--- src/rtl/sar_conversion_controller_pkg.sv ---
// ---------------------------------------------------------------------------
// sar_pkg
// Shared definitions for the SAR conversion controller:
//   sar_ctrl_state_t : controller state encoding
//   N_BITS           : default converter resolution
//   SAR_CYCLES       : clocks the SAR needs for one conversion at N_BITS
//   counter_width()  : width of a counter that must hold max(a, b)
// ---------------------------------------------------------------------------
package sar_pkg;

  typedef enum logic [1:0] {
    ST_IDLE    = 2'd0,
    ST_SAMPLE  = 2'd1,
    ST_CONVERT = 2'd2,
    ST_FAULT   = 2'd3
  } sar_ctrl_state_t;

  localparam int N_BITS     = 10;
  localparam int SAR_CYCLES = 2 * N_BITS;

  // One counter serves both the sample phase and the watchdog, so it must
  // be wide enough for whichever phase is longer.
  function automatic int counter_width(input int sample_cycles, input int sar_cycles);
    int longest;
    longest = (sample_cycles > sar_cycles) ? sample_cycles : sar_cycles;
    return $clog2(longest + 1);
  endfunction

endpackage

--- src/rtl/sar_conversion_controller_if.sv ---
// ---------------------------------------------------------------------------
// sar_conversion_controller_if
// Valid/ready result stream leaving the conversion controller.
//   result_data  : captured conversion code
//   result_valid : result_data holds an unconsumed result
//   result_ready : consumer accepts the result
// master = producer (controller), slave = consumer.
// ---------------------------------------------------------------------------
interface sar_conversion_controller_if #(
  parameter int N_BITS = sar_pkg::N_BITS
);
  logic [N_BITS-1:0] result_data;
  logic              result_valid;
  logic              result_ready;

  modport master (output result_data, output result_valid, input result_ready);
  modport slave  (input result_data, input result_valid, output result_ready);
endinterface

--- src/rtl/sar_result_holding_register.sv ---
// ---------------------------------------------------------------------------
// sar_result_holding_register
// Single-entry valid/ready output register with overwrite and overrun.
//   clk, reset     : clock, asynchronous active-low reset
//   capture        : load capture_data this cycle
//   capture_data   : new result
//   ready          : consumer accepts (transfer when valid && ready)
//   clear_overrun  : synchronous clear of the sticky overrun flag
//   data, valid    : held result and its valid flag
//   overrun        : sticky, an unconsumed result was overwritten
// ---------------------------------------------------------------------------
module sar_result_holding_register #(
  parameter int WIDTH = 10
) (
  input  logic             clk,
  input  logic             reset,
  input  logic             capture,
  input  logic [WIDTH-1:0] capture_data,
  input  logic             ready,
  input  logic             clear_overrun,
  output logic [WIDTH-1:0] data,
  output logic             valid,
  output logic             overrun
);

  logic [WIDTH-1:0] data_reg, data_next;
  logic             valid_reg, valid_next;
  logic             overrun_reg, overrun_next;
  logic             transfer;

  always_ff @(posedge clk or negedge reset) begin
    if (!reset) begin
      data_reg    <= '0;
      valid_reg   <= 1'b0;
      overrun_reg <= 1'b0;
    end else begin
      data_reg    <= data_next;
      valid_reg   <= valid_next;
      overrun_reg <= overrun_next;
    end
  end

  always_comb begin
    transfer     = valid_reg && ready;
    data_next    = data_reg;
    valid_next   = valid_reg;
    overrun_next = overrun_reg;
    if (transfer) valid_next = 1'b0;
    // A capture on the transfer cycle refills the slot without loss.
    if (capture) begin
      valid_next = 1'b1;
      data_next  = capture_data;
    end
    if (clear_overrun) overrun_next = 1'b0;
    // Set is evaluated after clear so a simultaneous overrun wins.
    if (capture && valid_reg && !transfer) overrun_next = 1'b1;
  end

  assign data    = data_reg;
  assign valid   = valid_reg;
  assign overrun = overrun_reg;

endmodule

--- src/rtl/sar_conversion_controller.sv ---
// ---------------------------------------------------------------------------
// sar_conversion_controller
// Owns a SAR conversion: start -> timed sample phase -> SAR enable for one
// full SAR cycle -> result capture, with a watchdog on end-of-conversion.
//   clk, reset          : clock, asynchronous active-low reset
//   start, continuous   : conversion request / back-to-back mode
//   sample              : track/hold control (sample phase)
//   conduct_comparison  : SAR enable (convert phase)
//   eoc                 : SAR end-of-conversion
//   quantized_voltage   : SAR code; bit 0 is still the trial bit at eoc
//   feedback_value      : comparator decision (the real LSB at eoc)
//   busy                : controller not idle
//   overrun, clear_overrun : sticky overwrite flag and its clear
//   fault               : sticky watchdog error, cleared by reset only
//   res                 : result valid/ready stream (master)
// ---------------------------------------------------------------------------
module sar_conversion_controller #(
  parameter int N_BITS        = sar_pkg::N_BITS,
  parameter int SAMPLE_CYCLES = 4
) (
  input  logic                         clk,
  input  logic                         reset,
  input  logic                         start,
  input  logic                         continuous,
  output logic                         sample,
  output logic                         conduct_comparison,
  input  logic                         eoc,
  input  logic [N_BITS-1:0]            quantized_voltage,
  input  logic                         feedback_value,
  output logic                         busy,
  output logic                         overrun,
  input  logic                         clear_overrun,
  output logic                         fault,
  sar_conversion_controller_if.master  res
);
  import sar_pkg::*;

  localparam int SAR_LEN = 2 * N_BITS;
  localparam int CW      = counter_width(SAMPLE_CYCLES, SAR_LEN);

  sar_ctrl_state_t   state_reg, state_next;
  logic [CW-1:0]     count_reg, count_next;
  logic              capture;
  logic [N_BITS-1:0] capture_data;
  logic              unused_trial_bit;

  always_ff @(posedge clk or negedge reset) begin
    if (!reset) begin
      state_reg <= ST_IDLE;
      count_reg <= '0;
    end else begin
      state_reg <= state_next;
      count_reg <= count_next;
    end
  end

  // count_reg is the sample-phase counter in SAMPLE and the watchdog in
  // CONVERT; it is zeroed on every phase entry.
  always_comb begin
    state_next = state_reg;
    count_next = count_reg;
    capture    = 1'b0;
    case (state_reg)
      ST_IDLE: begin
        if (start) begin
          state_next = ST_SAMPLE;
          count_next = '0;
        end
      end
      ST_SAMPLE: begin
        if (count_reg == CW'(SAMPLE_CYCLES - 1)) begin
          state_next = ST_CONVERT;
          count_next = '0;
        end else begin
          count_next = count_reg + CW'(1);
        end
      end
      ST_CONVERT: begin
        // No abort path: only eoc or the watchdog leave this state.
        if (eoc) begin
          capture    = 1'b1;
          count_next = '0;
          state_next = continuous ? ST_SAMPLE : ST_IDLE;
        end else if (count_reg == CW'(SAR_LEN - 1)) begin
          state_next = ST_FAULT;
          count_next = '0;
        end else begin
          count_next = count_reg + CW'(1);
        end
      end
      ST_FAULT: begin
        state_next = ST_FAULT;
      end
      default: begin
        state_next = ST_IDLE;
        count_next = '0;
      end
    endcase
  end

  // Controls are pure decodes of the state register.
  assign sample             = (state_reg == ST_SAMPLE);
  assign conduct_comparison = (state_reg == ST_CONVERT);
  assign busy               = (state_reg != ST_IDLE);
  assign fault              = (state_reg == ST_FAULT);

  // At eoc the SAR still shows its trial bit in the LSB; the comparator
  // decision for that bit is feedback_value.
  assign capture_data     = {quantized_voltage[N_BITS-1:1], feedback_value};
  assign unused_trial_bit = quantized_voltage[0];

  sar_result_holding_register #(
    .WIDTH (N_BITS)
  ) u_hold (
    .clk           (clk),
    .reset         (reset),
    .capture       (capture),
    .capture_data  (capture_data),
    .ready         (res.result_ready),
    .clear_overrun (clear_overrun),
    .data          (res.result_data),
    .valid         (res.result_valid),
    .overrun       (overrun)
  );

endmodule
--- src/flat_wrapper.sv ---
// flat-port wrapper written by rule: the top's interface ports become plain ports
module sar_conversion_controller_flat import sar_pkg::*;
#(
  parameter int N_BITS        = sar_pkg::N_BITS,
  parameter int SAMPLE_CYCLES = 4
)
  (clk, reset, start, continuous, sample, conduct_comparison, eoc, quantized_voltage, feedback_value, busy, overrun, clear_overrun, fault, res_result_data, res_result_valid, res_result_ready);
  sar_conversion_controller_if #(.N_BITS(N_BITS)) res_i ();
  input  logic clk;
  input  logic reset;
  input  logic start;
  input  logic continuous;
  output logic sample;
  output logic conduct_comparison;
  input  logic eoc;
  input  logic [N_BITS-1:0] quantized_voltage;
  input  logic feedback_value;
  output logic busy;
  output logic overrun;
  input  logic clear_overrun;
  output logic fault;
  output wire logic [$bits(res_i.result_data)-1:0] res_result_data;
  output wire logic [$bits(res_i.result_valid)-1:0] res_result_valid;
  input wire logic [$bits(res_i.result_ready)-1:0] res_result_ready;
  assign res_result_data = res_i.result_data;
  assign res_result_valid = res_i.result_valid;
  assign res_i.result_ready = res_result_ready;
  sar_conversion_controller #(.N_BITS(N_BITS), .SAMPLE_CYCLES(SAMPLE_CYCLES)) u_core (.clk(clk), .reset(reset), .start(start), .continuous(continuous), .sample(sample), .conduct_comparison(conduct_comparison), .eoc(eoc), .quantized_voltage(quantized_voltage), .feedback_value(feedback_value), .busy(busy), .overrun(overrun), .clear_overrun(clear_overrun), .fault(fault), .res(res_i));
endmodule
--- config.mk ---
export PLATFORM = sky130hd
export DESIGN_NAME = sar_conversion_controller_flat
export DESIGN_NICKNAME = d
export VERILOG_FILES = /design/src/rtl/sar_conversion_controller_pkg.sv /design/src/rtl/sar_conversion_controller_if.sv /design/src/rtl/sar_result_holding_register.sv /design/src/rtl/sar_conversion_controller.sv /design/src/flat_wrapper.sv
export SDC_FILE = /design/constraint.sdc
export NUM_CORES = 1
export LEC_CHECK = 0
export BUFFER_PORTS_ARGS = -buffer_cell sky130_fd_sc_hd__buf_2
export CORE_ASPECT_RATIO = 0.9
export CORE_MARGIN = 5
export CORE_UTILIZATION = 54
export CTS_BUF_LIST = sky130_fd_sc_hd__clkbuf_4
export DETAILED_ROUTE_END_ITERATION = 10
export GPL_TIMING_DRIVEN = 0
export PLACE_DENSITY_LB_ADDON = 0.25
export SETUP_SLACK_MARGIN = 0.4
export SLEW_MARGIN = 40
export SYNTH_ARGS = -nofsm -noshare
export SYNTH_HDL_FRONTEND = slang
export SYNTH_SLANG_ARGS = --single-unit
export TNS_END_PERCENT = 1
--- constraint.sdc ---
create_clock -name clk -period 2.8 [get_ports clk]
set_clock_uncertainty 0.15 [all_clocks]
set_input_delay 0.28 -clock clk [delete_from_list [all_inputs] [get_ports clk]]
set_output_delay 0.28 -clock clk [all_outputs]
set_load 0.02 [all_outputs]
* Yosys cells after proc, flatten, opt, wreduce, memory -nomap -nowiden *
Cells that the tools add are included.

operators by class
  mux-type cells = 17
  $add $sub $neg = 1
  reduce and logical (&&, ||, !) cells = 11
  equality and inequality tests = 8

operators with widths
  kind                 count
  $mux 5               4
  $pmux 5 s3           1
  $mux 2               4
  $pmux 2 s4           1
  $mux 1               7
  $reduce_bool 2->1    3
  $add 5x1->5 const B  1
  $eq 5x2->1 const B   1
  $eq 5x5->1 const B   1
  $eq 2x2->1 const B   2
  $logic_and 1x1->1    3
  $ne 3x1->1 const B   1
  $reduce_and 3->1     1
  $reduce_bool 3->1    1
  $eq 2x1->1 const B   1
  $logic_not 2->1      1
  $ne 2x1->1 const B   1
  $ne 2x2->1 const B   1
  $reduce_and 2->1     1
  $logic_not 1->1      1

storage, ports and cells
  bits of input ports = 18
  word-level logic and storage cells = 42
  register bits after elaboration = 19
  output and inout bits = 16

* Depth between registers and ports, before layout *
Gate-level depths: netlist of run 1.

  word-level depth = 5
  gate-level depth with buffers = 7
  depth with buffers taken out = 6

* Cells and area by module *
From an unflattened synthesis of run 1, not the netlist that was laid out.

unflattened totals
  cell total of the unflattened synthesis = 76
  area total of the unflattened synthesis = 969.7 um2

by module, submodules not included
  module                       times used  cells an instance  sequential area each (um2)  area an instance (um2)
  sar_conversion_controller    1           49                 175.2                       488.0
  sar_result_holding_register  1           27                 300.3                       481.7

* Worst setup path before layout of run 1 *
OpenSTA, ideal clock, no wires.

  path type = register to register
  from = register u_core.state_reg[0]
  to = register u_core.state_reg[1]
  data required time = 2.530 ns
  setup time = 0.120 ns
  path slack = 0.967 ns
  data arrival time = 1.563 ns
  path buffers = 0
  clock period less this slack = 1.833 ns
  stages on the path, launching flop included = 7
  cell sequence = dfrtp_1 > inv_1 > ha_1 > nand2b_1 > a21boi_1 > nor3_2 > a31o_1

between the ends
  word-level cells in the longest chain between the ends = 3
  elaborated cells between the ends (all ways) = 9
  classes of those cells = eq/ne: 6; mux: 1; reduce/logical: 2

RTL lines
  what                        RTL line                         source
  from (decl)                 sar_conversion_controller.sv:41  sar_ctrl_state_t state_reg, state_next;
  from (signal assigned)      sar_conversion_controller.sv:52  state_reg <= state_next;
  $eq 2x2->1 (*)              -
  net conduct_comparison      flat_wrapper.sv:14               output logic conduct_comparison;
  $ne 3x1->1 (no line)        -
  $reduce_and 3->1 (no line)  -

Mark *: on every way through the listed nets, which the timed path passes. The rest lies on a longest branch.
A chain may end at the register's enable or synchronous reset.

* Worst setup path after layout of run 1 *
  from = register u_core.state_reg[0]
  to = register u_core.count_reg[2]

between the ends
  word-level cells in the longest chain between the ends = 3
  elaborated cells between the ends (all ways) = 7
  classes of those cells = eq/ne: 3; mux: 1; reduce/logical: 3

RTL lines
  what                                                       RTL line                         source
  $eq 2x1->1 (tied with other cells)                         sar_conversion_controller.sv:63  case (state_reg)
  $reduce_bool 3->1 (no line) or $ne 2x2->1 (tied branches)  -
  $reduce_and 2->1 (no line)                                 -
  to (signal assigned)                                       sar_conversion_controller.sv:53  count_reg <= count_next;
  to (decl)                                                  sar_conversion_controller.sv:42  logic [CW-1:0] count_reg, count_next;

Parallel ways exist; a longest one is shown, timed or not.

==> results of run 1 <==
## metal layers
| layer | GRT usage (%) | part of all wire, % | up-vias |
|---|---|---|---|
| li1 | - | - | 379 |
| met1 | 17.42 | 44 | 352 |
| met2 | 25.79 | 48 | 18 |
| met3 | 7.101 | 6.4 | 4 |
| met4 | 6.224 | 1.7 | 0 |
| met5 | 0 | 0 | - |
## cell families after synthesis
logic type	count (synthesis)	synth area share (%)
and+or+nand+nor	24	14.87
DFF	19	48.72
AOI/OAI and AO/OA	16	12.05
muxes	11	12.56
buffers and inverters	7	2.820
adders and majority gates	7	8.974
## stage by stage
step	utilization (%)	setup WS (ns)
floorplan	-	0.9671
global placement	68.63	0.9302
detailed placement	68.63	0.9159
CTS	70.84	0.8977
global route	70.84	0.7231
finish	70.84	0.8865
## cell usage in the layout (no fill, tap or decap)
cell type | synthesis | layout
buf_2 | 1 | 33
clkinv_2 | 0 | 1
o21ai_2 | 1 | 1
nor4_1 | 2 | 2
nor3_2 | 1 | 1
and2b_1 | 1 | 1
a211oi_1 | 1 | 1
nor4b_2 | 1 | 1
nor3b_1 | 1 | 1
nor4b_1 | 1 | 1
inv_1 | 5 | 5
or2_2 | 1 | 1
or3_1 | 1 | 1
o22ai_1 | 1 | 1
clkbuf_4 | 0 | 3
a21oi_1 | 1 | 1
a31o_1 | 1 | 1
clkbuf_1 | 1 | 1
dfrtp_1 | 19 | 19
o211ai_1 | 4 | 4
nor2b_1 | 2 | 2
o21ai_0 | 3 | 3
o311ai_1 | 1 | 1
nand2_1 | 8 | 8
nand3_1 | 2 | 2
ha_1 | 7 | 7
a21oi_2 | 1 | 1
a21boi_1 | 1 | 1
o41a_1 | 1 | 1
mux2_2 | 10 | 10
mux2i_1 | 1 | 1
dlygate4sd3_1 | 0 | 1
nand2b_1 | 3 | 3
## power breakdown
| part | internal, mW | total [mW] | switching, mW | leakage, nW |
|---|---|---|---|---|
| logic | 0.261 | 0.630 | 0.369 | 0.334 |
| clock network | 0.0533 | 0.135 | 0.0814 | 0.0177 |
| registers | 0.378 | 0.439 | 0.0606 | 0.240 |
| total | 0.692 | 1.20 | 0.511 | 0.592 |
## worst max path at each step
stage / start / endpoint / slack (ns) / depth (start not counted)
6_report: u_core.state_reg[0]$_DFFE_PN0P_ / u_core.count_reg[2]$_DFFE_PN0P_ / 0.89 / 7
2_1_floorplan: u_core.state_reg[0]$_DFFE_PN0P_ / u_core.state_reg[1]$_DFFE_PN0P_ / 0.97 / 6
5_1_grt: u_core.state_reg[0]$_DFFE_PN0P_ / u_core.count_reg[2]$_DFFE_PN0P_ / 0.72 / 6
3_3_place_gp: u_core.state_reg[0]$_DFFE_PN0P_ / u_core.count_reg[2]$_DFFE_PN0P_ / 0.93 / 7
4_1_cts: u_core.state_reg[0]$_DFFE_PN0P_ / u_core.count_reg[2]$_DFFE_PN0P_ / 0.90 / 7
3_5_place_dp: u_core.state_reg[0]$_DFFE_PN0P_ / u_core.count_reg[2]$_DFFE_PN0P_ / 0.92 / 7
## repair_timing
item                      CTS  global route
hold buffers                1             0
hold endpoints to repair   19             0
setup buffers               0             0
## area by class of cell
class | count | area share (%)
Buffer | 2 | 0.7277
Clock buffer | 3 | 1.871
Clock inverter | 1 | 0.4158
Inverter | 5 | 1.559
Multi-Input combinational cell | 58 | 39.29
Sequential cell | 19 | 39.50
Tap cell | 24 | 2.495
Timing Repair Buffer | 33 | 14.14
==> flow_summary.yaml, run 1 <==
status:
  status: "complete, no violations"
job:
  drv_cap: 0
floorplan:
  core_area_sq_um: 1699
  initial_core_util_pct: 57.44
  die_w_um: 54.81
  placementRows: 14
  design.portCount: 34
  die_h_um: 50.33
  die_area_sq_um: 2759
critical_path:
  r2r-start: "u_core.state_reg[0]$_DFFE_PN0P_"
  crit_buf_inv: 2
  r2r_end: "u_core.count_reg[2]$_DFFE_PN0P_"
  slowest_delay_ns: 0.43
  worstSetupPathType: "reg2reg"
  slowest_stage: "dfrtp_1"
  worst_setup_path_start_kind: "register"
  crit_family: "simple AND/OR/NAND/NOR gates"
  cp_cell_sequence: "inv_1, ha_1, and2b_1, or2_2, clkbuf_1, nand2_1, o311ai_1"
  critPathArrivalTime_ns: 1.94
  crit_fanout: 7
  cp.required_ns: 2.83
  rr_worst_depth: 7
  r2r_slack_ns: 0.89
  cp-end-kind: "register"
clock_network:
  numCtsBuffers: 3
  clkTransAtPathRegs_ns: 0.10
  clockRootBuffer: "clkbuf_4"
  cts.repair.resized: 0
  h-tree-depth: 1
  clk_latency_ns: 0.30
  cts_num_sinks: 19
  clockBufferDepth: 2
  cts_tree: "done"
logic_synthesis:
  yosysMostFrequentCell: "dfrtp_1"
  yosys_most_used_dff: "dfrtp_1"
  synth_top_area_cell: "dfrtp_1"
  mappedNetlistArea_sq_um: 975.9
  synth_top_area_share_pct: 48.72
  postSynthAreaPerCell_sq_um: 11.62
  seq_area_frac_synth_pct: 48.72
  synth_edf_count: 0
  synth-seq-cells: 19
  synthTopCellsByArea: "dfrtp_1 (49%), mux2_2 (12%), ha_1 (9.0%)"
  synth_cell_types: 30
  synthCells: 84
  syn_nets: 109
  ys_async_sr_fraction_pct: 100.0
  synth_commonest_cells: "dfrtp_1 (19), mux2_2 (10), nand2_1 (8), ha_1 (7), inv_1 (5)"
  yosysWarnings: 0
power:
  ir_drop_v: 0.0006855
  pwr_density_cell_nw_per_um2: 1000
  power_mw: 1.204
  leakagePower_nw: 0.5915
hold_path:
  hold_depth: 2
  hold_start: "clear_overrun"
  holdPathEnd: "u_core.u_hold.overrun$_DFFE_PN0P_"
  hp-class: "in2reg"
layout:
  multi_input_area_sq_um: 473.0
  layout-drive-gt1-share_pct: 42.98
  fillers: 126
  instances_no_fill: 145
  largest_reg_flops: 10
  stdcell_area_sq_um: 1204
  synthToLayoutAreaGrowth_pct: 23.33
  final_nets: 147
  final-seq-area_sq_um: 475.5
  n_antenna_cell: 0
route:
  vias: 753
  routedWlPerCell_um: 12.44
  wirelength_mm: 1.804
  drc: 0
  final_antenna_net_count: 0
  first_iter_violations: 5
  vias_per_cell: 5.193
  firstDrtPassIters: 4
timing:
  slew_viol_final: 0
  slew_headroom_pct: 73.14
  fin_crit_sh_pct: 68.34
  finalSetupTns_ns: 0
  tightest_slew_ns: 0.4028
  fin_crit_ns: 1.914
  timing.fmax_ghz: 0.5226
  setup_violations: 0
  timing.hold.ws_ns: 0.01838
  finalHoldViolations: 0
  grt_setup_unrepaired: "false"
global_route:
  grt_max_degree: 20
  antenna_found_initial: 0
  grt_overflow: 0
  grt.total_usage_pct: 15.75
  grt_first_pass_wirelength_mm: 3.132
  grt_pass1_vias: 734
placed_design:
  place_hpwl_mm: 1.452
  placed_cells: 140
  place_area_sq_um: 1166
  port_buffers: 32
  gp_congestion: 0.7863
Power figures use the tool's default switching activity.
==> run 2: changes to the inputs <==
ABC_AREA = 1   (was unset)
CORE_UTILIZATION = 45   (was 54)
clock period = 1.65 ns   (was 2.8 ns; I/O delays follow)
==> flow_summary.yaml, run 2 <==
logic_synthesis:
  syn_nets: 141
  mappedNetlistArea_sq_um: 959.7
  yosys_most_used_dff: "dfrtp_1"
  synth_edf_count: 0
  synth_top_area_share_pct: 49.54
  postSynthAreaPerCell_sq_um: 8.273
  synth-seq-cells: 19
  synthTopCellsByArea: "dfrtp_1 (50%), nand2_1 (18%), ha_1 (9.1%)"
  synth_cell_types: 18
  ys_async_sr_fraction_pct: 100.0
  seq_area_frac_synth_pct: 49.54
  yosysMostFrequentCell: "nand2_1"
  synth_top_area_cell: "dfrtp_1"
  synth_commonest_cells: "nand2_1 (46), dfrtp_1 (19), inv_1 (14), ha_1 (7), nor2_1 (6)"
  synthCells: 116
  yosysWarnings: 0
critical_path:
  cp.required_ns: 1.72
  worstSetupPathType: "reg2reg"
  crit_fanout: 4
  worst_setup_path_start_kind: "register"
  cp-end-kind: "register"
  critPathArrivalTime_ns: 1.63
  r2r_slack_ns: 0.09
layout:
  n_antenna_cell: 0
  instances_no_fill: 195
  largest_reg_flops: 10
  utilization_pct: 75.30
  layout-drive-gt1-share_pct: 39.41
  final_common_cell: "nand2_1"
  synthToLayoutAreaGrowth_pct: 54.63
  final_nets: 196
  final_cell_mix: "nand2_1 (42), buf_2 (31), dfrtp_1 (17)"
floorplan:
  placementRows: 15
  die_h_um: 53.81
  core_area_sq_um: 1971
  die_w_um: 58.68
  initial_core_util_pct: 48.70
  die_area_sq_um: 3158
  design.portCount: 34
clock_network:
  clk_latency_ns: 0.31
  cts_tree: "done"
  clockBufferDepth: 2
  cts_num_sinks: 19
  clockRootBuffer: "clkbuf_4"
  numCtsBuffers: 3
  clkTransAtPathRegs_ns: 0.13
  h-tree-depth: 1
timing:
  timing.fmax_ghz: 0.6413
  slew_viol_final: 0
  finalHoldViolations: 0
  timing.hold.ws_ns: 0.06343
  slew_headroom_pct: 72.38
  tightest_slew_ns: 0.4143
  fin_crit_ns: 1.559
  fin_crit_sh_pct: 94.51
  setup_violations: 0
  grt_setup_unrepaired: "true"
power:
  ir_drop_v: 0.001163
  leakagePower_nw: 0.7598
  pwr_density_cell_nw_per_um2: 1700
  power_mw: 2.523
placed_design:
  port_buffers: 32
  placed_cells: 173
  place_hpwl_mm: 1.703
  gp_congestion: 0.7117
route:
  firstDrtPassIters: 4
  vias_per_cell: 4.779
  routedWlPerCell_um: 13.58
  vias: 932
  first_iter_violations: 26
  final_antenna_net_count: 0
  wirelength_mm: 2.649
  drc: 0
global_route:
  grt_overflow: 0
  grt_first_pass_wirelength_mm: 4.540
  antenna_found_initial: 0
  grt_max_degree: 20
  grt_pass1_vias: 1036
  grt.total_usage_pct: 19.31
hold_path:
  hp-class: "in2reg"
job:
  drv_cap: 0
status:
  status: "complete, no violations"
-- run 2: cell types whose count changed after synthesis, sizes merged, moves of 2 or more --
cell,previous run,this run
inv,5,14
mux2,10,0
nand2,8,51
nand2b,3,0
nand4,0,2
nor2,0,7
nor2b,2,0
nor4,2,0
nor4b,2,0
o211ai,4,0
xor2,0,2
-- run 2: where the power goes --
group          total, mW  switching (mW)  internal [mW]
clock network      0.253           0.160         0.0925
logic               1.50           0.899          0.601
registers          0.770           0.129          0.640
total               2.52            1.19           1.33
-- run 2: final cells by class --
class	count	area (sq um)
plain buffers	1	5.005
clock buffers	3	22.52
clock inverters	1	7.507
fillers	137	486.7
inverters	15	70.07
multi-input cells	81	525.5
flip-flops and latches	19	478.0
well taps	25	31.28
repair buffers	49	336.6
repair inverters	1	7.507
-- run 2: path summary, 6_finish.rpt --
check / from / end / cells past startpoint
max: u_core.state_reg[0]$_DFFE_PN0P_ / u_core.state_reg[1]$_DFFE_PN0P_ / 9
min: eoc / u_core.u_hold.data[9]$_DFFE_PN0N_ / 4
max reg2reg: u_core.state_reg[0]$_DFFE_PN0P_ / u_core.state_reg[1]$_DFFE_PN0P_ / 9
min reg2reg: u_core.u_hold.data[3]$_DFFE_PN0N_ / u_core.u_hold.data[3]$_DFFE_PN0N_ / 2
max in group asynchronous: reset / u_core.state_reg[1]$_DFFE_PN0P_ / 2
min in group asynchronous: reset / u_core.u_hold.data[1]$_DFFE_PN0N_ / 2
-- run 2: timing repair --
action | CTS | global route
hold endpoints to repair | 31 | 0
pin swaps | 1 | 9
endpoints found under the setup margin | 23 | 24
hold buffers | 13 | 0
cloned | 0 | 1
setup buffers | 4 | 0
gates resized for setup | 17 | 13
-- run 2: through the flow --
step | worst slack (ns) | TNS [ns] | cell area [sq um]
after floorplan | 0.2354 | 0 | 991.0
after global placement | 0.1371 | 0 | 1182
after detailed placement | 0.07616 | 0 | 1182
after CTS | 0.1230 | 0 | 1440
after global routing | -0.004731 | -0.004731 | 1484
final | 0.09055 | 0 | 1484
-- run 2: worst max-delay path: stages (launching register included) --
cell,delay [ns]
dfrtp_2,0.46
buf_6,0.13
ha_4,0.16
inv_4,0.07
nand2_4,0.05
nand2_2,0.07
nand2_4,0.07
nor2_4,0.15
nand2_1,0.06
o21ai_0,0.09
-- run 2: cells by family after synthesis --
group,count (synthesis),synth area share (%)
simple gates,64,27.90
flops,19,49.54
compound gates,8,5.215
buf+inv,16,6.388
fa+ha+maj,7,9.126
xor+xnor,2,1.826
-- run 2: routing by layer --
layer	GRT usage (%)	part of all wire, %	vias to the layer above
li1	-	-	463
met4	7.547	2.3	0
met2	36.06	53	30
met3	5.755	5.1	7
met1	20.56	39	432
met5	0	0	-
